==> config.mk <==
export PLATFORM = sky130hd
export DESIGN_NAME = mem_bus_arbiter
export DESIGN_NICKNAME = d
export VERILOG_FILES = /design/src/rtl/mem_bus_arbiter.sv
export SDC_FILE = /design/constraint.sdc
export NUM_CORES = 1
export LEC_CHECK = 0
export CAP_MARGIN = 5
export CORE_UTILIZATION = 40
export CTS_BUF_LIST = sky130_fd_sc_hd__clkbuf_8
export DETAILED_ROUTE_END_ITERATION = 10
export PLACE_DENSITY = 0.75
export REMOVE_ABC_BUFFERS = 1
export SYNTH_ARGS = -nofsm -noshare
export SYNTH_HDL_FRONTEND = slang
export SYNTH_SLANG_ARGS = --single-unit
==> constraint.sdc <==
create_clock -name clk -period 1.7 [get_ports clk]
set_input_delay 0.51 -clock clk [delete_from_list [all_inputs] [get_ports clk]]
set_output_delay 0.51 -clock clk [all_outputs]
set_load 0.02 [all_outputs]
==> src/rtl/mem_bus_arbiter.sv <==
// Two-requester (instruction fetch / data) arbiter onto one shared memory port,
// alternating priority on contention and aborting transfers that never acknowledge.
module mem_bus_arbiter #(
   parameter int unsigned TIMEOUT = 16
) (
   input  logic        clk,
   input  logic        rst,
   input  logic        i_req,
   input  logic [31:0] i_addr,
   output logic [31:0] i_rdata,
   output logic        i_done,
   input  logic        d_req,
   input  logic        d_write,
   input  logic [1:0]  d_size,
   input  logic [31:0] d_addr,
   input  logic [31:0] d_wdata,
   output logic [31:0] d_rdata,
   output logic        d_done,
   output logic        m_req,
   output logic        m_write,
   output logic [1:0]  m_size,
   output logic [31:0] m_addr,
   output logic [31:0] m_wdata,
   input  logic [31:0] m_rdata,
   input  logic        m_ack_n,
   output logic        busy,
   output logic        err
);

   localparam logic [1:0] IDLE   = 2'd0;
   localparam logic [1:0] D_XFER = 2'd1;
   localparam logic [1:0] I_XFER = 2'd2;

   localparam int unsigned CW = (TIMEOUT > 1) ? $clog2(TIMEOUT) : 1;

   logic [1:0]    state;
   logic          last_d;
   logic [CW-1:0] cnt;
   logic [31:0]   l_addr;
   logic [31:0]   l_wdata;
   logic          l_write;
   logic [1:0]    l_size;
   logic          d_elig;
   logic          i_elig;
   logic          grant_d;
   logic          grant_i;
   logic          timeout_hit;

   // A requester whose done pulse is showing is still holding req from the
   // finished transfer, so it must not be granted again this cycle.
   always_comb begin
      d_elig      = d_req & ~d_done;
      i_elig      = i_req & ~i_done;
      grant_d     = d_elig & (~i_elig | ~last_d);
      grant_i     = i_elig & ~grant_d;
      timeout_hit = (cnt == CW'(TIMEOUT - 1));
   end

   always_comb begin
      m_req   = (state != IDLE);
      busy    = m_req;
      m_write = m_req & l_write;
      m_size  = m_req ? l_size  : '0;
      m_addr  = m_req ? l_addr  : '0;
      m_wdata = m_req ? l_wdata : '0;
   end

   always_ff @(posedge clk or negedge rst) begin
      if (!rst) begin
         state   <= IDLE;
         last_d  <= 1'b0;
         cnt     <= '0;
         l_addr  <= '0;
         l_wdata <= '0;
         l_write <= 1'b0;
         l_size  <= '0;
         i_rdata <= '0;
         d_rdata <= '0;
         i_done  <= 1'b0;
         d_done  <= 1'b0;
         err     <= 1'b0;
      end else begin
         i_done <= 1'b0;
         d_done <= 1'b0;
         err    <= 1'b0;
         case (state)
            IDLE: begin
               cnt <= '0;
               if (grant_d) begin
                  state   <= D_XFER;
                  last_d  <= 1'b1;
                  l_addr  <= d_addr;
                  l_write <= d_write;
                  l_size  <= d_size;
                  l_wdata <= d_write ? d_wdata : '0;
               end else if (grant_i) begin
                  state   <= I_XFER;
                  last_d  <= 1'b0;
                  l_addr  <= i_addr;
                  l_write <= 1'b0;
                  l_size  <= 2'b10;
                  l_wdata <= '0;
               end
            end
            D_XFER, I_XFER: begin
               if (!m_ack_n) begin
                  state <= IDLE;
                  if (state == D_XFER) begin
                     d_done <= 1'b1;
                     if (!l_write) d_rdata <= m_rdata;
                  end else begin
                     i_done  <= 1'b1;
                     i_rdata <= m_rdata;
                  end
               end else if (timeout_hit) begin
                  state <= IDLE;
                  err   <= 1'b1;
                  if (state == D_XFER) begin
                     d_done  <= 1'b1;
                     d_rdata <= '0;
                  end else begin
                     i_done  <= 1'b1;
                     i_rdata <= '0;
                  end
               end else begin
                  cnt <= cnt + CW'(1);
               end
            end
            default: state <= IDLE;
         endcase
      end
   end

endmodule

# ---- After elaboration in Yosys (flattened, before gate mapping)
# Cells that the tools add are included.
dict set report op_classes {
  add_sub_neg 1
  n_eq_ne 12
  muxes 40
  n_bitwise 11
  n_reduce_logical 11
}
# operator count
set op_table {}
lappend op_table {{$mux 32} 16}
lappend op_table {{$mux 1} 14}
lappend op_table {{$mux 2} 6}
lappend op_table {{$ne 2x2->1 const B} 5}
lappend op_table {{$mux 4} 2}
lappend op_table {{$pmux 4 s2} 1}
lappend op_table {{$reduce_bool 2->1} 4}
lappend op_table {{$ne 3x3->1 const B} 2}
lappend op_table {{$and 1x1->1} 5}
lappend op_table {{$not 1->1} 5}
lappend op_table {{$reduce_and 5->1} 1}
lappend op_table {{$add 4x1->4 const B} 1}
lappend op_table {{$eq 4x4->1 const B} 1}
lappend op_table {{$ne 2x1->1 const B} 2}
lappend op_table {{$pmux 2 s2} 1}
lappend op_table {{$reduce_and 2->1} 2}
lappend op_table {{$reduce_and 4->1} 1}
lappend op_table {{$reduce_and 3->1} 1}
lappend op_table {{$eq 2x1->1 const B} 1}
lappend op_table {{$eq 2x2->1 const B} 1}
lappend op_table {{$logic_not 2->1} 1}
lappend op_table {{$reduce_or 2->1} 1}
lappend op_table {{$or 1x1->1} 1}
dict set report word_totals {
  reg_bits 141
  inputBits 136
  output_inout_bits 136
  wordCells 87
}

# ---- Depth between registers and ports, before layout
# Gate-level depths: netlist of run 1.
dict set report depth {
  depth_word 10
  depth_mapped 7
  mapped_depth_nobuf 5
}

# ---- Least setup slack after synthesis of run 1
# Ideal clock, no wire load.
dict set report synth_path {
  kind {reg-to-output}
  startpoint {reg state[0]}
  endpoint {out m_req}
  t_arrival_ns 1.375
  required_ns 1.190
  path_slack_ns -0.185
  path_stages_with_launch 7
  path_buffers 3
  path_cell_list {dfrtp_1 > inv_1 > ha_1 > buf_4 > clkinv_1 > buf_2 > buf_4}
}
dict set report synth_between {
  elab_chain_cells 1
}
# element line
set synth_lines {}
lappend synth_lines {{start, declared} 36} ;# logic [1:0] state;
lappend synth_lines {{start signal, assigned} 70} ;# state <= IDLE;
lappend synth_lines {{start signal, assigned} 90} ;# state <= D_XFER;
lappend synth_lines {{start signal, assigned} 97} ;# state <= I_XFER;
lappend synth_lines {{$reduce_bool 2->1} 60} ;# m_req = (state != IDLE);
lappend synth_lines {{end, declared} 19} ;# output logic m_req,
# Every way passes these cells.

# ---- Final worst setup path of run 1
dict set report layout_path {
  startpoint {reg state[1]}
  endpoint {out m_addr[13]}
}
dict set report layout_between {
  elab_chain_cells 2
}
# element line
set layout_lines {}
lappend layout_lines {{$reduce_bool 2->1} 60}
lappend layout_lines {{$mux 32} 64} ;# m_addr = m_req ? l_addr : '0;
lappend layout_lines {{end, declared} 22} ;# output logic [31:0] m_addr,
# Every way passes these cells.

==> impl_results.md, run 1 <==
- Status: finished with violations
- Failing checks: negative setup slack
- Synth-to-Final Area Change: 62.7%
- Delay-heaviest family, CP: buffers and inverters
- Hold WS: 0.504 ns
- Arr. time, crit path: 1.61 ns
- Clock tree sinks: 141
- Worst-Skew Late Latency: 0.45 ns
- Finished Core Util: 66.7%
- Die width: 135 um
- Synth top area share: 49.6%
- Die span in y: 135 um
- Initial antenna violation count: 0
- Startpoint Class: flop
- Final hold vios: 0
- Psw: 8.48 mW
- Number of synthesized register bits: 141
- Worst-margin pin slew: 0.527 ns
- Maximum VDD drop: 0.962 mV
- Via count: 6645
- Clock share of power: 12.0%
- Buf+Inv Stages, Crit Path: 3
- Number of global-route vias before repair: 6526
- Area of the mapped netlist: 7110 um^2
- DPL Wire Length: 14.9 mm
- Syn avg cell area: 10.9 um^2
- Root Buffer: clkbuf_8
- Post-Route WL: 24.3 mm
- Switching power share of the total: 42.4%
- Post-synthesis instance total: 653
- Pwr Density: 1730 nW/um^2
- Clock Skew: 0.0178 ns
- Core Area: 17400 um^2
- Critical path fanouts, max: 30
- Post-synth EDFFs: 0
- CTS max path bufs: 2
- Sequential share of the synthesized area: 49.6%
- Worst endpoint required time: 1.19 ns
- Sequential power share: 27.7%
- Wire per inst: 20.3 um
- Combinational share of power: 60.3%
- CTS buffer count: 17
- Port Buffers: 271
- Reg clk slew, reported paths: 0.08 ns
- Final setup fails: 140
- Layout Nets: 1099
- Max Fclk: 0.472 GHz
- Int Power: 11.5 mW
- Final worst path period share: 125%
- DR iter-0 viols: 350
- RSZ-0062 raised after global routing: true
- GRT Total Usage: 25.3%
- Crit-path max cell delay: 0.39 ns
- Max cap viols: 0
- First-pass GRT wire length: 35.6 mm
- Ys flop type: dfrtp_1
- Antenna Violating Nets Remaining: 0
- Pre-CTS setup slack: -0.457 ns
- Starting Density: 41.0%
- Fraction of layout cells with a size suffix above 1: 35.9%
- Synth top area cells: dfrtp_1 50%, a22oi_1 6.8%, nor2b_1 5.4%
- LEAKAGE: 5.15 nW
- Minimum clock period: 2.12 ns
- Ports: 272
- Slowest-stage cell, CP: dfrtp_1
- Antenna cells: 0
- Final GP Congestion: 0.808
- Slew Viols, Final: 0
- Grt ovf: 0
- Mean number of vias per cell: 5.55
- CP Cell Sequence: inv_2, ha_4, buf_12, nor2_1, buf_2
- Crit Path Class: reg -> out
- Drc violations: 0
- Max transition margin: 64.8%
- Critical path endpoint category: output port
- H-tree levels: 4
- HP Class: reg -> reg
- Ys async rst share: 100%
- Drt pass-1 iters: 5
- Synth area leader: dfrtp_1
- CTS tree: done
- Die area: 18300 um^2
- Pin count of the biggest net entering global routing: 65
- Netlist cell types: 40
- Std cell rows: 48
- Final WS setup: -0.418 ns
- Yosys warns: 0
## final timing paths
kind | startpoint | endpoint | slack, ns | depth (start not counted)
min in group asynchronous | rst | i_rdata[24] | 0.56 | 2
max in group asynchronous | rst | l_wdata[6] | 0.55 | 3
setup reg to reg | state[1] | l_wdata[12] | -0.13 | 8
hold / removal | l_wdata[14] | l_wdata[14] | 0.50 | 1
hold reg to reg | l_wdata[14] | l_wdata[14] | 0.50 | 1
setup / recovery | state[1] | m_addr[13] | -0.42 | 5
## power by group through the flow
stage,combinational [mW],sequential [mW],clock [mW]
5_1_grt,12.8,5.69,2.59
2_1_floorplan,4.44,6.24,0
4_1_cts,10.1,5.49,2.47
3_3_place_gp,9.93,5.49,0
3_5_place_dp,10.1,5.54,0
6_report,12.1,5.54,2.40
## logic make-up (layout without fill, tap and decap cells)
kind of cell	count (synthesis)	in the layout	share of synthesized area, %
AO/OA/AOI/OAI	207	208	22.7
adder cells (fa/ha/maj)	4	4	0.704
buffers and inverters	107	425	7.23
flip-flops	141	141	49.6
multiplexers	34	34	5.35
AND/OR/NAND/NOR	160	160	14.4
## metrics by stage
step / area [um^2] / std cells / TNS (ns) / power, mW
after floorplan: 6740 / 584 / -225.26 / 10.7
final: 11600 / 1197 / -31.50 / 20.0
after CTS: 10900 / 1183 / -35.70 / 18.1
after global routing: 11600 / 1197 / -42.47 / 21.1
after global placement: 10300 / 1130 / -50.27 / 15.4
after detailed placement: 10300 / 1130 / -52.47 / 15.6
## worst register-to-register path, cell delays in order (launching register included)
cell and delay (ns):
dfrtp_1 0.39, inv_2 0.08, ha_4 0.24, clkbuf_16 0.21
buf_6 0.10, buf_6 0.10, o21ai_4 0.15, buf_12 0.21
a22o_1 0.24
## routing by layer
layer | vias to the layer above | GRT usage [%] | wire length (um)
li1 | 3016 | - | -
met1 | 3247 | 33.4 | 10200
met2 | 343 | 40.2 | 11600
met3 | 39 | 6.10 | 2040
met4 | 0 | 9.36 | 494
met5 | - | 0 | 0
## final cells by class
type	instances	area, um^2
Fill cell	1341	5790
Multi-Input combinational cell	406	3700
Timing Repair Buffer	355	3570
Sequential cell	141	3530
Tap cell	225	282
Clock buffer	18	248
Inverter	38	145
Clock inverter	14	96.3
## synth_stat cells, drive strengths merged (4+ instances only)
library cell  instances
and3b                34
o21ai                34
buf                  34
inv                  37
a21oi                 4
a22o                 33
mux2                 32
ha                    4
nand4                 5
nor2                 35
a221oi               32
nor2b                62
o2bb2ai              32
nand2b                5
a22oi                64
dfrtp               141
nand2                 5
clkbuf               35
and2b                 6
## sequential cells by signal, summed over array words and instances, names as in the netlist, 2 cells and up
name / count
d_rdata: 32
cnt: 4
l_addr: 32
l_wdata: 32
l_size: 2
state: 2
i_rdata: 32
## what timing repair did
item,4_1_cts,5_1_grt
setup buffers,13,9
resized for setup,415,244
hold endpoints to repair,32,0
cloned,8,10
pin swaps,2,42
hold buffers,1,0
endpoints found under the setup margin,235,194
## cells in the final DEF, fill, tap and decap left out, types with 25 or more instances in the layout
cell | Yosys | final
o21ai_0 | 33 | 33
o2bb2ai_1 | 32 | 32
nor2b_1 | 61 | 47
clkbuf_2 | 0 | 25
buf_4 | 3 | 53
a22oi_1 | 64 | 35
dfrtp_1 | 141 | 140
and3b_1 | 34 | 34
a221oi_2 | 3 | 26
buf_6 | 10 | 37
clkdlybuf4s15_1 | 0 | 27
inv_1 | 37 | 38
clkdlybuf4s50_1 | 0 | 133
a22oi_2 | 0 | 29
buf_2 | 21 | 30
a22o_1 | 33 | 33
Note: power is estimated with default switching activity, not from simulation.
==> run 2, diff against run 1 <==
--- a/config.mk
+++ b/config.mk
@@ -6,10 +6,10 @@
 export NUM_CORES = 1
 export LEC_CHECK = 0
 export CAP_MARGIN = 5
-export CORE_UTILIZATION = 40
+export CORE_UTILIZATION = 41
 export CTS_BUF_LIST = sky130_fd_sc_hd__clkbuf_8
 export DETAILED_ROUTE_END_ITERATION = 10
-export PLACE_DENSITY = 0.75
+export PLACE_DENSITY = 0.76
 export REMOVE_ABC_BUFFERS = 1
 export SYNTH_ARGS = -nofsm -noshare
 export SYNTH_HDL_FRONTEND = slang
==> impl_results.md, run 2 (synthesized netlist as in run 1, its figures left out) <==
- Status: finished with violations
- Failing checks: negative setup slack
- Tot Pwr: 19.5 mW (-2.7%)
- Arr. time, crit path: 1.59 ns (-0.02 ns)
- Setup TNS: -33.47 ns (-1.97 ns)
- Mean number of vias per cell: 5.49 (-1.1%)
- H-tree levels: 4 (unchanged)
- CTS buffer count: 17 (unchanged)
- Final worst path period share: 123% (-1.2 points)
- CP Cell Sequence: inv_2, ha_4, clkinv_1, clkdlybuf4s15_2
- DR iter-0 viols: 320 (-8.6%)
- Slew Viols, Final: 0 (unchanged)
- Cell area after layout: 11200 um^2 (-3.1%)
- Final GP Congestion: 0.823 (+1.7%)
- Final hold vios: 0 (unchanged)
- Core Area: 16800 um^2 (-3.4%)
- Number of global-route vias before repair: 6366 (-2.5%)
- Drc violations: 0 (unchanged)
- Layout Nets: 1090 (-0.82%)
- Root Buffer: clkbuf_8
- Die span in y: 134 um (-1.2%)
- Commonest non-fill, non-tap cells in the layout: 140 x dfrtp_1, 133 x clkdlybuf4s50_1, 63 x buf_4
- Post-Route WL: 23.0 mm (-5.3%)
- DPL Wire Length: 15.0 mm (+0.73%)
- Worst-margin pin slew: 0.419 ns (-0.107 ns)
- Maximum VDD drop: 0.928 mV (-3.6%)
- Reg2reg setup slack: -0.17 ns (-0.04 ns)
- RSZ-0062 raised after global routing: true
- Std cell rows: 47 (-2.1%)
- Clock tree sinks: 141 (unchanged)
- Pre-CTS setup slack: -0.474 ns (-0.0167 ns)
- Initial antenna violation count: 0 (unchanged)
- Antenna cells: 0 (unchanged)
- Critical path fanouts, max: 4 (-87%)
- Synth-to-Final Area Change: 57.7%
- Antenna Violating Nets Remaining: 0 (unchanged)
- Via count: 6493 (-2.3%)
- Slowest-stage cell, CP: dfrtp_1
- Crit Path Class: reg -> out
- Die width: 134 um (-1.2%)
- GRT Total Usage: 25.6% (+0.28 points)
- Delay-heaviest family, CP: buffers and inverters
- Worst-Skew Late Latency: 0.45 ns (about the same)
- Die area: 17900 um^2 (-2.4%)
- Critical path endpoint category: output port
- Reg clk slew, reported paths: 0.10 ns (+0.02 ns)
- Final WS setup: -0.398 ns (+0.0199 ns)
- Minimum clock period: 2.10 ns (-0.0199 ns)
- Finished Core Util: 66.9% (+0.22 points)
- Crit-path max cell delay: 0.40 ns (about the same)
- LEAKAGE: 5.08 nW (-1.5%)
- Startpoint Class: flop
- CTS tree: done
- Pin count of the biggest net entering global routing: 41 (-37%)
- Max transition margin: 72.1% (+7.3 points)
- First-pass GRT wire length: 35.1 mm (-1.3%)
- Starting Density: 42.4% (+1.5 points)
- Worst endpoint required time: 1.19 ns (about the same)
- Most common cell after layout, fill and taps aside: dfrtp_1
- CTS max path bufs: 2 (unchanged)
- Wire per inst: 19.5 um (-4.1%)
- Placed cell areas: 10300 um^2 (+0.28%)
- Ports: 272 (unchanged)
- Final setup fails: 168 (+20%)
- Port Buffers: 271 (unchanged)
- Max cap viols: 0 (unchanged)
- Grt ovf: 0 (unchanged)
- Fraction of layout cells with a size suffix above 1: 29.2% (-6.7 points)
- HP Class: reg -> reg
- Clock Skew: 0.0196 ns (+0.00175 ns)
- Drt pass-1 iters: 5 (unchanged)
- Buf+Inv Stages, Crit Path: 3 (unchanged)
- Pwr Density: 1740 nW/um^2 (+0.39%)
- Max Fclk: 0.477 GHz (+0.95%)
==> run 2: changes by cell type in the layout (fill, tap and decap cells not counted), sizes merged, moves of 3 or more <==
cell / change
clkbuf: -28
dlygate4sd2: +18
clkdlybuf4s15: +5
buf: -4
clkinvlp: -3
==> run 2: area by class of cell <==
cell class | count | area (um^2)
clock buffer | 18 | 248
inverter | 38 | 143
timing repair buffer | 347 | 3440
sequential | 141 | 3530
clock inverter | 14 | 148
multi-input combinational | 405 | 3420
fill | 1301 | 5550
tap | 220 | 275
==> run 2: path summary, 6_finish.rpt <==
check,end,cells after the start,start
min in group asynchronous,d_rdata[25],2,rst
worst max-delay path,busy,4,state[0]
worst min register to register,l_wdata[19],1,l_wdata[19]
worst max register to register,i_rdata[28],8,state[0]
max in group asynchronous,l_wdata[11],3,rst
worst min-delay path,l_wdata[19],1,l_wdata[19]
==> run 2: metal layers <==
metal	track usage (%)	wire length, um	vias up
met5	0	0	-
met4	8.78	405	0
met3	7.38	1990	30
met2	40.5	11200	324
met1	33.5	9450	3152
li1	-	-	2987
==> run 2: power breakdown <==
group / internal (mW) / switching, mW
combinational: 5.38 / 5.85
sequential: 4.74 / 0.794
clock: 1.25 / 1.44
==> run 2: stage by stage <==
step | hold slack, ns | instances
after floorplan | 0.214 | 584
after global placement | 0.444 | 1128
after detailed placement | 0.444 | 1128
after CTS | 0.491 | 1174
after global routing | 0.516 | 1183
final | 0.505 | 1183
==> run 2: timing repair <==
| action | CTS | global route |
|---|---|---|
| resized for setup | 462 | 78 |
| cloned | 6 | 1 |
| endpoints found under the setup margin | 199 | 244 |
| hold endpoints to repair | 32 | 0 |
| hold buffers | 1 | 0 |
| setup buffers | 7 | 8 |
| pin swaps | 10 | 11 |
==> run 3, diff against run 2 <==
--- a/config.mk
+++ b/config.mk
@@ -6,10 +6,10 @@
 export NUM_CORES = 1
 export LEC_CHECK = 0
 export CAP_MARGIN = 5
-export CORE_UTILIZATION = 41
+export CORE_UTILIZATION = 46
 export CTS_BUF_LIST = sky130_fd_sc_hd__clkbuf_8
 export DETAILED_ROUTE_END_ITERATION = 10
-export PLACE_DENSITY = 0.76
+export PLACE_DENSITY = 0.81
 export REMOVE_ABC_BUFFERS = 1
 export SYNTH_ARGS = -nofsm -noshare
 export SYNTH_HDL_FRONTEND = slang
==> constraint.sdc (replaced) <==
create_clock -name clk -period 2.4 [get_ports clk]
set_input_delay 0.72 -clock clk [delete_from_list [all_inputs] [get_ports clk]]
set_output_delay 0.72 -clock clk [all_outputs]
set_load 0.02 [all_outputs]
==> impl_results.md, run 3 (synthesized netlist as in run 1, its figures left out) <==
- RSZ-0062 raised after global routing: true
- Ports: 272 (unchanged)
- Core Area: 15100 um^2 (-9.6%)
- Die area: 16000 um^2 (-11%)
- Final GP Congestion: 0.854 (+3.9%)
- Slowest-stage cell, CP: dfrtp_1
- Final WS setup: -0.00392 ns (+0.394 ns)
- Slew Viols, Final: 0 (unchanged)
- Root Buffer: clkbuf_8
- Max cap viols: 0 (unchanged)
- CTS tree: done
- Number of global-route vias before repair: 6611 (+3.8%)
- First-pass GRT wire length: 33.9 mm (-3.4%)
- Final worst path period share: 100%
- DPL Wire Length: 14.5 mm (-3.5%)
- H-tree levels: 4 (unchanged)
- Clock tree sinks: 141 (unchanged)
- Die width: 126 um (-5.5%)
- Mean number of vias per cell: 5.83 (+6.3%)
- Arr. time, crit path: 1.68 ns (+0.09 ns)
- Pwr Density: 1250 nW/um^2 (-28%)
- Critical path fanouts, max: 7 (+3)
- Startpoint Class: flop
- Most common cell after layout, fill and taps aside: clkdlybuf4s50_1
- Fraction of layout cells with a size suffix above 1: 20.0% (-9.2 points)
- Crit Path Class: reg -> out
- Final setup fails: 4 (-98%)
- Post-Route WL: 21.4 mm (-7.0%)
- Delay-heaviest family, CP: buffers and inverters
- Antenna cells: 0 (unchanged)
- Wire per inst: 19.3 um (-0.76%)
- Final Non-Filler Cells: 1108 (-6.3%)
- Minimum clock period: 2.40 ns
- Synth-to-Final Area Change: 45.6%
- Clock Skew: 0.0169 ns (-0.00270 ns)
- Drc violations: 0 (unchanged)
- Crit-path max cell delay: 0.39 ns (about the same)
- Std cell rows: 45 (-4.3%)
- Initial antenna violation count: 0 (unchanged)
- Hold-fix buffer count after cts: 0 (-1)
- Cell area after layout: 10400 um^2 (-7.7%)
- Worst-margin pin slew: 0.492 ns (+0.0727 ns)
- Antenna Violating Nets Remaining: 0 (unchanged)
- GRT Total Usage: 27.2% (+1.6 points)
- Buf+Inv Stages, Crit Path: 4 (+1)
- Critical path endpoint category: output port
- Worst endpoint required time: 1.68 ns (+0.49 ns)
- Port Buffers: 271 (unchanged)
- CP Cell Sequence: inv_2, ha_4, buf_4, clkbuf_16, nor2b_2, buf_4
- Die span in y: 126 um (-5.5%)
- LEAKAGE: 4.64 nW (-8.7%)
- Max transition margin: 67.2% (-4.8 points)
- Drt pass-1 iters: 5 (unchanged)
- CTS buffer count: 17 (unchanged)
- Max Fclk: 0.416 GHz
- Starting Density: 46.9% (+4.5 points)
- Worst-Skew Late Latency: 0.45 ns (about the same)
- Placed Cells: 1070 (-5.1%)
- Failing checks: negative setup slack
- Layout Nets: 1047 (-3.9%)
- Tot Pwr: 12.9 mW (-34%)
- Maximum VDD drop: 0.565 mV (-39%)
- Via count: 6463 (-0.46%)
- Commonest non-fill, non-tap cells in the layout: 200 x clkdlybuf4s50_1, 141 x dfrtp_1, 64 x a22oi_1
- Pin count of the biggest net entering global routing: 66 (+61%)
- CTS max path bufs: 2 (unchanged)
- Grt ovf: 0 (unchanged)
- CP dominant cell by count: buf_4
- Reg clk slew, reported paths: 0.08 ns (-0.02 ns)
- Finished Core Util: 68.4% (+1.5 points)
- HP Class: in -> async
- DR iter-0 viols: 428 (+34%)
- Status: finished with violations
- Placed cell areas: 10100 um^2 (-2.5%)
- Final hold vios: 0 (unchanged)
==> run 3: timing repair <==
item	4_1_cts	5_1_grt
pin swaps	1	1
setup endpoints to repair	69	65
gates cloned	1	2
resized for setup	254	44
setup buffers	0	3
==> run 3: per-layer routing <==
metal  vias up  part of all wire, %  global-route usage, %
li1       2891                    -                      -
met1      3164                   41                   35.2
met2       370                   48                   44.2
met3        38                  9.0                   7.59
met4         0                  1.9                   9.07
met5         -                    0                      0
==> run 3: area by class of cell <==
type,count,area [um^2]
Timing Repair Buffer,304,2890
Fill cell,1125,4790
Multi-Input combinational cell,405,3120
Sequential cell,141,3530
Clock buffer,17,234
Tap cell,188,235
Inverter,38,144
Clock inverter,15,199
==> run 3: through the flow <==
step	setup slack, ns	hold slack (ns)	setup TNS, ns
6_report	-0.00392	0.223	-0.0118
5_1_grt	-0.101	0.231	-1.32
4_1_cts	-0.0873	0.215	-0.727
3_5_place_dp	0.0245	0.482	0
3_3_place_gp	0.0437	0.468	0
2_1_floorplan	-1.62	0.424	-128.25
==> run 3: path summary, 6_finish.rpt <==
| path | startpoint | cells past startpoint | to | slack, ns |
|---|---|---|---|---|
| min in group clk | l_wdata[27] | 1 | l_wdata[27] | 0.50 |
| min reg2reg | l_wdata[27] | 1 | l_wdata[27] | 0.50 |
| max in group asynchronous | rst | 2 | l_wdata[15] | 1.57 |
| max reg2reg | state[0] | 7 | i_rdata[5] | 0.46 |
| min | rst | 1 | i_rdata[5] | 0.22 |
| max | state[0] | 6 | m_wdata[3] | -0.004 |
==> run 3: power breakdown <==
| group | internal (mW) | switching, mW |
|---|---|---|
| clock | 1.13 | 0.956 |
| sequential | 3.36 | 0.539 |
| combinational | 3.17 | 3.77 |
| total | 7.66 | 5.27 |
==> RTL edit 1: new RTL, settings of run 3 <==
Change the parameter `TIMEOUT` from 16 to 8.
--- a/src/rtl/mem_bus_arbiter.sv
+++ b/src/rtl/mem_bus_arbiter.sv
@@ -2,5 +2,5 @@
 // alternating priority on contention and aborting transfers that never acknowledge.
 module mem_bus_arbiter #(
-   parameter int unsigned TIMEOUT = 16
+   parameter int unsigned TIMEOUT = 8
 ) (
    input  logic        clk,
Check against the original RTL: same outputs for any inputs over 4 cycles, from zero or initial values and one cycle with rst low; that may be too few to reach the edited logic, so the function may still have changed.
==> RTL edit 1 against run 3 <==
- area after synthesis decreased by 3.5%
- wire length increased by 0.71%
- sequential cell count decreased by 1
- power increased by 3.4%
- design area increased by 1.2%
- count of clock-buffer cells in the layout increased by 1
- synthesized cell count decreased by 7.5%
- worst setup slack improved by 19 ps
- register-to-register slack improved by 30 ps
- sequential share of layout area decreased by 0.65 points
- sequential power about the same
- critical endpoint unchanged
- highest routed layer unchanged
==> RTL edit 1: results (changes against run 3) <==
| Metric | Value |
|---|---|
| Status | `finished clean` |
| Flop pwr share | `0.291 (-0.010)` |
| Max stage delay on crit path | `370 ps (-20 ps)` |
| Post-CTS Setup Inserts | `6 (+6)` |
| Synth async-reset ratio | `1.00 (unchanged)` |
| GP Congestion | `0.867 (+1.5%)` |
| Post-Syn Area per Cell | `11.4 um2 (+4.4%)` |
| Layout cells sized above 1 | `0.245 (+0.0446)` |
| Leak | `0.00492 uW (+6.2%)` |
| Pin count of the biggest net entering global routing | `58 (-12%)` |
| First-pass GRT wire length | `31,500 um (-7.2%)` |
| Top cells by area, synth | `dfrtp_1 51%, a22o_1 8.7%, mux2_4 6.6%, nor2b_1 6.1%, and3b_1 4.2%` |
| Max IR drop VDD | `0.687 mV (+22%)` |
| Cell Pwr Density | `1280 nW/um2 (+2.2%)` |
| Port Buffers | `271 (unchanged)` |
| Post-synthesis sequential area ratio | `0.510 (+0.0142)` |
| Vias in the first global route | `6,005 (-9.2%)` |
| Post-CTS sizing | `304 (+20%)` |
| Hpwl dp | `14,200 um (-1.7%)` |
| DR iter-0 viols | `438 (+2.3%)` |
| TritonCTS buffer count | `17 (unchanged)` |
| Placed instance area | `9830 um2 (-2.3%)` |
| Placed Cells | `1,028 (-3.9%)` |
| Critical path fanouts, max | `13 (+6)` |
| Non-filler cells, final | `1,071 (-3.3%)` |
| Pre-antenna DRT Iters | `7 (+2)` |
| CP delay by family, top | `buffers and inverters` |
| Synth unique cells | `33 (-18%)` |
| Via count | `6,099 (-5.6%)` |
| Reg2Reg Setup Slack | `490 ps (+30 ps)` |
| Net Switching | `5240 uW (-0.54%)` |
| Post-synth top cells | `140 x dfrtp_1, 68 x a22o_1, 67 x nor2b_1` |
| Clock Skew | `11.3 ps (-5.56 ps)` |
| Synth warn | `0 (unchanged)` |
| Clk. pwr | `2190 uW (+5%)` |
| H-tree depth | `4 (unchanged)` |
| Max clock buf depth | `2 (unchanged)` |
| Reg2reg end | `d_rdata[29]` |
| Wire length per cell | `20.1 um (+4.2%)` |
| Worst-Margin Slew | `384 ps (-108 ps)` |
| GR Util All Layers | `0.272 (about the same)` |
| Worst Path Arrival | `1670 ps` |
| FF-to-FF path depth | `7 (unchanged)` |
| Reg-to-Reg Start | `state[1]` |
[RTL edit 1: changes by cell type in the layout (fill, tap and decap cells not counted), sizes merged, moves of 3 or more]
cell           delta
buf              +18
a21oi             -4
a22oi            -31
a22o             +35
nor2b             +5
clkdlybuf4s15     -3
and2b             -6
clkbuf            -5
nand2             -3
o2bb2ai          -32
[RTL edit 1: layout make-up]
type	instances	area [um2]
well taps	184	230
inverters	38	144
flip-flops and latches	140	3500
fillers	981	4060
clock inverters	13	214
repair buffers	314	3100
clock buffers	18	248
multi-input cells	364	3040
[RTL edit 1: through the flow]
step                      hold WS, ps  setup WS, ps   util  setup TNS (ps)
after global routing              162         -53.4  0.721           -1440
final                             158          14.6  0.721               0
after global placement            469         -45.3  0.676           -96.3
after detailed placement          467         -86.9  0.676           -1030
after CTS                         156         -2.30  0.700           -3.30
after floorplan                   424         -1830      -         -156570
[RTL edit 1: cells by family after synthesis]
family,count (synthesis),share of synthesized area
flip-flops,140,0.510
AO/OA/AOI/OAI,172,0.197
multiplexers,34,0.0722
buffers and inverters,100,0.0700
adder cells (fa/ha/maj),5,0.00911
AND/OR/NAND/NOR,152,0.140
XOR/XNOR,1,0.00128
[RTL edit 1: how the worst max path moves through the flow]
stage | from | to | cells after the start
3_3_place_gp | state[0] | m_wdata[24] | 5
3_5_place_dp | state[0] | m_wdata[24] | 5
5_1_grt | state[1] | m_wdata[31] | 6
2_1_floorplan | state[0] | l_size[0] | 4
6_report | state[1] | m_wdata[3] | 6
4_1_cts | state[1] | m_addr[28] | 6
[RTL edit 1: layer usage]
metal / up-vias / share of wire / GRT usage
met5: - / 0 / 0
met4: 0 / 0.023 / 0.104
met3: 40 / 0.099 / 0.0765
met2: 357 / 0.49 / 0.439
met1: 2994 / 0.39 / 0.347
li1: 2708 / - / -
==> RTL edit 2: new RTL, settings of run 3 <==
Made on the original files. Make the reset (`rst`) synchronous in one clocked block.
--- a/src/rtl/mem_bus_arbiter.sv
+++ b/src/rtl/mem_bus_arbiter.sv
@@ -66,5 +66,5 @@
    end
 
-   always_ff @(posedge clk or negedge rst) begin
+   always_ff @(posedge clk) begin
       if (!rst) begin
          state   <= IDLE;
Formal check against the unedited RTL: differs if rst is asserted again (counterexample within 4 cycles, from zero or initial values and one cycle with rst low); with rst held inactive, the same outputs for 4 cycles.
==> RTL edit 2 against run 3 <==
- worst setup slack better by 92 ps
- non-clock buffer count is 13 lower
- sequential cell count stayed put
- clock skew is 6.7 ps lower
- wire length is 6.2% lower
- design area is 12% lower
- via count is 4.1% lower
- area after synthesis is 15% lower
- critical path type unchanged
- highest routed layer is now met5
Power is not compared: it rests on default switching activity, and its combinational part moved more than twofold at a synthesized area within 25%.
==> RTL edit 2: results (changes against run 3) <==
| Metric | Value |
|---|---|
| Clock latency at the later pin of the worst-skew pair | `460 ps` |
| Post-Synth Adder-Cell Area | `0.00827 (+0.00123)` |
| Post-route ant nets | `0 (unchanged)` |
| Worst rel slew slack | `0.656 (-0.0158)` |
| GP Congestion | `0.821 (-3.9%)` |
| Synth Area in Compound Gates | `0.200 (-0.0273)` |
| Post-synthesis sequential area ratio | `0.466 (-0.0299)` |
| Initial antenna violation count | `1 (+1)` |
| Met2 WL post-DR | `9460 um (-8.7%)` |
| Critical path fanouts, max | `17 (+10)` |
| Grt met3 use | `0.139 (+0.0626)` |
| Worst min path class | `flip-flop to flip-flop` |
| M1 GR Usage | `0.325 (-0.0269)` |
| Clk. pwr | `around 2100 uW` |
| Register area | `2820 um2 (-20%)` |
| Layout fillers | `1,080 (-4.0%)` |
| Placed instance area | `8920 um2 (-11%)` |
| Top cells by area, synth | `dfxtp_1 47%, nor2b_1 12%, nand2_1 8.6%, a21oi_1 5.5%, a22oi_1 4.0%` |
| P_seq | `around 2600 uW` |
| First-pass GRT wire length | `30,500 um (-10%)` |
| Wire length per cell | `17.0 um (-12%)` |
| H-tree depth | `4 (unchanged)` |
| Clock Skew | `10.2 ps (-6.69 ps)` |
| Leak | `0.00348 uW` |
| Sequential share of cell area | `0.311 (-0.0295)` |
| FFs & Latches | `141 (unchanged)` |
| Final Core Density | `0.713 (+0.0295)` |
| Port Buffers | `271 (unchanged)` |
| Metal-1 WL | `7770 um (-11%)` |
| Met2 Usage GRT | `0.490 (+0.0487)` |
| Max IR drop VDD | `~0.47 mV` |
| Pin count of the biggest net entering global routing | `92 (+39%)` |
| Post-synth top cells | `141 x dfxtp_1, 139 x nand2_1, 120 x nor2b_1` |
| Vias in the first global route | `6,001 (-9.2%)` |
| Final setup vio count | `0 (-4)` |
| Clock buf count | `20 (+3)` |
| Synth async-reset ratio | `0 (-1.00)` |
| DR iter-0 viols | `445 (+4.0%)` |
| CTS root buffer | `clkbuf_8` |
| Worst Path Arrival | `1590 ps (-90 ps)` |
| Hpwl dp | `13,600 um (-5.9%)` |
| ANT cells | `1 (+1)` |
| Layout cells sized above 1 | `0.133 (-0.0675)` |
| Max Used Layer | `met5` |
| GR Util All Layers | `0.296 (+0.0237)` |
| XOR/XNOR share of the synthesized area | `0 (unchanged)` |
| NonClk Buf Share | `0.291 (+0.0119)` |
| Synth unique cells | `37 (-7.5%)` |
| Post-CTS sizing | `257 (+1.2%)` |
| Via count | `6,201 (-4.1%)` |
| WL met3 | `2340 um (+21%)` |
| Nets | `1,138 (+8.7%)` |
| Pre-antenna DRT Iters | `5 (unchanged)` |
| Multi-input gate area | `2920 um2 (-6.4%)` |
| Clk tree area frac | `0.0490 (+0.00715)` |
| Buffers excl. clock | `291 (-4.3%)` |
| Comb_multi_in | `541 (+34%)` |
| Status | `finished clean` |
| Multiplexer share of the synthesized area | `0 (-0.0535)` |
| Inverters | `6 (-84%)` |
[RTL edit 2: cell count changes after synthesis, sizes merged, moves of 33 or more]
cell   before  now
a21oi       4   67
a22o       33    0
and3b      34    0
dfrtp     141    0
dfxtp       0  141
nand2       5  139
nand3       2   41
nor2b      62  122
o21ai      34   67
o22ai       1   34
[RTL edit 2: critical path, stage by stage (launching register included)]
cell	delay, ps
dfxtp_1	330
inv_1	90
ha_4	200
buf_12	150
nor2b_1	100
clkdlybuf4s15_2	270
[RTL edit 2: per-stage QoR]
step                      setup WS, ps  instances
final                             88.1       1184
after global routing              6.64       1183
after CTS                         2.31       1183
after detailed placement         -2.81       1151
after global placement            5.69       1151
after floorplan                   -801        688
[RTL edit 2: path summary, 6_finish.rpt]
kind	start	endpoint	slack, ps	depth (start not counted)
setup / recovery	state[1]	m_addr[16]	90	5
hold / removal	l_wdata[9]	l_wdata[9]	450	2
setup reg to reg	state[0]	l_addr[17]	770	7
hold reg to reg	l_wdata[9]	l_wdata[9]	450	2
